## src/rtl/reg_wb_scheduler.sv

```systemverilog
// Writeback scheduler: arbitrates two writeback requesters onto one register-file
// write port and keeps a per-register scoreboard of outstanding writes.
module reg_wb_scheduler #(
    parameter bit RR_EN = 1'b1
) (
    input  logic        clk,
    input  logic        rst_n,
    input  logic        issue_valid,
    input  logic [3:0]  issue_addr,
    output logic        issue_ready,
    input  logic [3:0]  source_a,
    input  logic [3:0]  source_b,
    output logic        hazard,
    input  logic        wb0_valid,
    input  logic [3:0]  wb0_addr,
    input  logic [15:0] wb0_data,
    output logic        wb0_ready,
    input  logic        wb1_valid,
    input  logic [3:0]  wb1_addr,
    input  logic [15:0] wb1_data,
    output logic        wb1_ready,
    output logic        reg_write,
    output logic [4:0]  dest_address,
    output logic [15:0] dest_val,
    output logic [15:0] pending
);

    logic [15:0] r_pending;
    logic        r_reg_write;
    logic [3:0]  r_dest_addr;
    logic [15:0] r_dest_val;
    logic        r_last_grant;

    logic        w_grant0;
    logic        w_grant1;
    logic        w_transfer;
    logic        w_issue_xfer;
    logic [15:0] w_set_mask;
    logic [15:0] w_clr_mask;

    // Port 1 wins only when it is alone, or when round-robin says port 0 went last.
    assign w_grant1 = wb1_valid & (~wb0_valid | (RR_EN & ~r_last_grant));
    assign w_grant0 = wb0_valid & ~w_grant1;

    // Grants are masked by rst_n so nothing is offered while reset is held.
    assign wb0_ready   = rst_n & w_grant0;
    assign wb1_ready   = rst_n & w_grant1;
    assign w_transfer  = wb0_ready | wb1_ready;

    assign issue_ready  = rst_n & ~r_pending[issue_addr];
    assign w_issue_xfer = issue_valid & issue_ready;
    assign hazard       = r_pending[source_a] | r_pending[source_b];

    assign w_set_mask = w_issue_xfer ? (16'h0001 << issue_addr) : 16'h0000;
    assign w_clr_mask = r_reg_write  ? (16'h0001 << r_dest_addr) : 16'h0000;

    // NOTE: state registers use non-blocking assignments so every flop samples
    // pre-edge values; blocking here would create order-dependent simulation.
    always_ff @(posedge clk or negedge rst_n) begin
        if (!rst_n) begin
            r_pending    <= 16'h0000;
            r_reg_write  <= 1'b0;
            r_dest_addr  <= 4'h0;
            r_dest_val   <= 16'h0000;
            r_last_grant <= 1'b1;
        end else begin
            // Clear of the landing write is applied first so a same-edge set wins.
            r_pending   <= (r_pending & ~w_clr_mask) | w_set_mask;
            r_reg_write <= w_transfer;
            if (w_transfer) begin
                r_dest_addr  <= wb1_ready ? wb1_addr : wb0_addr;
                r_dest_val   <= wb1_ready ? wb1_data : wb0_data;
                r_last_grant <= wb1_ready;
            end
        end
    end

    assign reg_write    = r_reg_write;
    assign dest_address = {1'b0, r_dest_addr};
    assign dest_val     = r_dest_val;
    assign pending      = r_pending;

endmodule

```

## config.mk

```make
export PLATFORM = sky130hd
export DESIGN_NAME = reg_wb_scheduler
export DESIGN_NICKNAME = d
export VERILOG_FILES = /design/src/rtl/reg_wb_scheduler.sv
export SDC_FILE = /design/constraint.sdc
export NUM_CORES = 1
export LEC_CHECK = 0
export ABC_AREA = 1
export ABC_CLOCK_PERIOD_IN_PS = 1600
export CAP_MARGIN = 20
export CORE_AREA = 2 2 62 108
export CTS_BUF_LIST = sky130_fd_sc_hd__clkbuf_16
export DETAILED_ROUTE_END_ITERATION = 10
export DIE_AREA = 0 0 64 110
export GPL_TIMING_DRIVEN = 0
export PLACE_DENSITY = 0.76
export REMOVE_ABC_BUFFERS = 1
export SLEW_MARGIN = 0
export SYNTH_ARGS = -nofsm -noshare
export SYNTH_HDL_FRONTEND = slang
export SYNTH_SLANG_ARGS = --single-unit
```

## constraint.sdc

```tcl
create_clock -name clk -period 1.6 [get_ports clk]
set_clock_uncertainty 0.15 [all_clocks]
set_input_delay 0.4 -clock clk [delete_from_list [all_inputs] [get_ports clk]]
set_output_delay 0.4 -clock clk [all_outputs]
set_load 0.05 [all_outputs]
```

==> impl_metrics.env <==
export IMPL_status="finished with violations"
export IMPL_violations="hold timing, setup timing"
export IMPL_grt_pass1_vias=2761
export IMPL_ys_seq_elements=38
export IMPL_cts_buffers=5
export IMPL_cp_top_family="simple AND/OR/NAND/NOR gates"
export IMPL_ys_seq_area_frac=0.407
export IMPL_setup_ws_ns=-0.443
export IMPL_crit_chain="nand2_1, nand3_1, nand3_1, a21o_1, nand2_1, nand3b_1, buf_6"
export IMPL_min_path_type="in2async"
export IMPL_synth_fa_ha_area_frac=0
export IMPL_areaGrowthSynthToFinish_pct=56.1
export IMPL_critPathMaxStageDelay_ns=0.44
export IMPL_yosys_mux_area_fraction=0
export IMPL_tightest_slew_ns=0.684
export IMPL_maxCapViolations=0
export IMPL_p_leak_nw=1.68
export IMPL_initial_core_util=0.382
export IMPL_p_per_area_nw_per_um2=1470
export IMPL_drive_gt1_frac=0.235
export IMPL_synth_compound_area_frac=0.143
export IMPL_rsz0062_at_grt="true"
export IMPL_fin_crit_sh=1.28
export IMPL_clkSlewWorstSetupHoldPaths_ns=0.06
export IMPL_drtIter0Drc=126
export IMPL_grt_max_degree=43
export IMPL_relSlewSlack=0.542
export IMPL_final_common_cell="nand2_1"
export IMPL_synth_simple_gate_area_frac=0.341
export IMPL_clockRootBuffer="clkbuf_16"
export IMPL_overflow=0
export IMPL_yosysWarningCount=0
export IMPL_drtPass1Iterations=4
export IMPL_synth_top_family_by_area="simple AND/OR/NAND/NOR gates"
export IMPL_path_max_fanout=5
export IMPL_gp_congestion=0.881
export IMPL_max_freq_ghz=0.490
export IMPL_io_pins=99
export IMPL_die_y_um=110
export IMPL_cts_htree_levels=2
export IMPL_cts_sink_count=38
export IMPL_ir_drop_mv=0.799
export IMPL_layout_cells_non_filler=523
export IMPL_syn_avg_cell_area_um2=6.93
export IMPL_routed_wl_um=7770
export IMPL_vias=2773
export IMPL_p_total_mw=5.39
export IMPL_antenna_left=0
export IMPL_fin_util=0.596
export IMPL_dp_cells=498
export IMPL_crit_cells=7
export IMPL_rr_worst_depth=11
export IMPL_postSynthCellCount=338
export IMPL_crit_type="reg2out"
export IMPL_end_kind="primary output"
export IMPL_grt_use_total=0.224
export IMPL_cts_tree="built"
export IMPL_die_x_um=64
export IMPL_layout_nets=499
export IMPL_fill_cells=557
export IMPL_crit_arrival_ns=1.49
export IMPL_wire_per_inst_um=14.9
export IMPL_crit_buf_inv=1
export IMPL_finalCriticalPeriod_ns=2.04
export IMPL_clk_latency_ns=0.28
export IMPL_holdWs_ns=-0.183
export IMPL_via_per_inst=5.30
export IMPL_synthXorXnorAreaFrac=0
export IMPL_setup_viol=21
export IMPL_maxSlewViolCount=0
export IMPL_synth_area_um2=2340
export IMPL_cp_start_kind="flip-flop"
export IMPL_crit_slowest_cell="dfrtp_1"
export IMPL_worst_ep_required_time_ns=1.05
export IMPL_dp_hpwl_um=5390
export IMPL_diodes=0
export IMPL_core_area_um2=6130
export IMPL_num_rows=38
export IMPL_die_area_um2=7040
export IMPL_hold_viol=37
export IMPL_place_ws_ns=-2.17
export IMPL_drc_errors=0
export IMPL_antenna_found_initial=0
export IMPL_cts_buffer_depth=2
export IMPL_final_cell_mix="91 x nand2_1, 43 x clkdlybuf4s50_1, 38 x nand3_1"
export IMPL_synth_distinct_cells=27
export IMPL_grt_first_pass_wirelength_um=12400
export IMPL_port_buffers=97
==> registers in the layout, summed over array words and instances, names as in the netlist <==
name / flops
r_last_grant: 1
dest_val: 16
pending: 16
reg_write: 1
r_dest_addr: 4
==> cells by family (layout without fill, tap and decap cells) <==
kind of cell | Yosys count | count (layout)
compound gates | 62 | 62
buf+inv | 48 | 152
other cells | 1 | 1
flops | 38 | 38
simple gates | 189 | 190
==> power by group <==
group | switching [mW] | internal (mW) | total [mW]
Clock | 0.366 | 0.560 | 0.926
Combinational | 1.89 | 0.923 | 2.81
Sequential | 0.386 | 1.26 | 1.65
==> synthesized netlist by cell type (all sizes together) <==
library cell / instances / area share
o21ai: 45 / 0.096
buf: 9 / 0.034
o221ai: 2 / 0.0075
nor2: 28 / 0.048
nand3b: 1 / 0.0032
a21o: 1 / 0.0032
nor3: 16 / 0.034
dfstp: 1 / 0.011
conb: 1 / 0.0016
nand2: 99 / 0.16
clkbuf: 8 / 0.022
clkinv: 2 / 0.0053
inv: 29 / 0.046
a21oi: 3 / 0.0064
o22ai: 9 / 0.024
a31oi: 1 / 0.0027
nand3: 44 / 0.094
dfrtp: 37 / 0.40
o31ai: 1 / 0.0032
nand4: 1 / 0.0027
==> per-layer routing <==
| layer | GRT usage | share of wire | routed length, um | vias to the layer above |
|---|---|---|---|---|
| met4 | 0.135 | 0.045 | 352 | 0 |
| met2 | 0.420 | 0.54 | 4200 | 139 |
| met1 | 0.221 | 0.34 | 2670 | 1281 |
| met5 | 0 | 0 | 0 | - |
| li1 | - | - | - | 1323 |
| met3 | 0.0487 | 0.071 | 550 | 30 |
==> area by class of cell <==
type                            count  area [um^2]  area share
Clock inverter                      3         11.3     0.00308
Tap cell                           80          100      0.0274
Inverter                           31          135      0.0370
Sequential cell                    38          955       0.261
Timing Repair Buffer              113         1090       0.297
Clock buffer                        5          125      0.0342
Multi-Input combinational cell    253         1240       0.340
==> worst reg2reg max path, delay by kind of cell, from the launching register on <==
kind | cells | cell delay, ns
AND/OR/NAND/NOR | 9 | 0.77
flip-flops | 1 | 0.44
buffers and inverters | 2 | 0.29
==> through the flow <==
step	hold WS, ns	TNS (ns)	instance area [um^2]
finish	-0.183	-3.11	3650
floorplan	-0.0456	-15.61	2210
detailed placement	0.312	-57.25	3280
global route	-0.169	-5.32	3650
CTS	-0.140	-1.61	3480
global placement	0.307	-138.78	3280
==> repair_timing <==
action,CTS,global route
setup endpoints to repair,79,50
setup buffers,10,6
pin swaps,10,12
gates resized for setup,235,56
gates cloned,1,1
hold endpoints to repair,37,37
==> path summary, 6_finish.rpt <==
kind	startpoint	end	slack [ns]
max	pending[1]	hazard	-0.44
min	rst_n	dest_val[9]	-0.18
max reg2reg	pending[1]	pending[7]	-0.13
min reg2reg	r_last_grant	r_last_grant	0.33
max in group asynchronous	rst_n	r_last_grant	1.20
min in group clk	r_last_grant	r_last_grant	0.33
(Power assumes the default switching activity.)
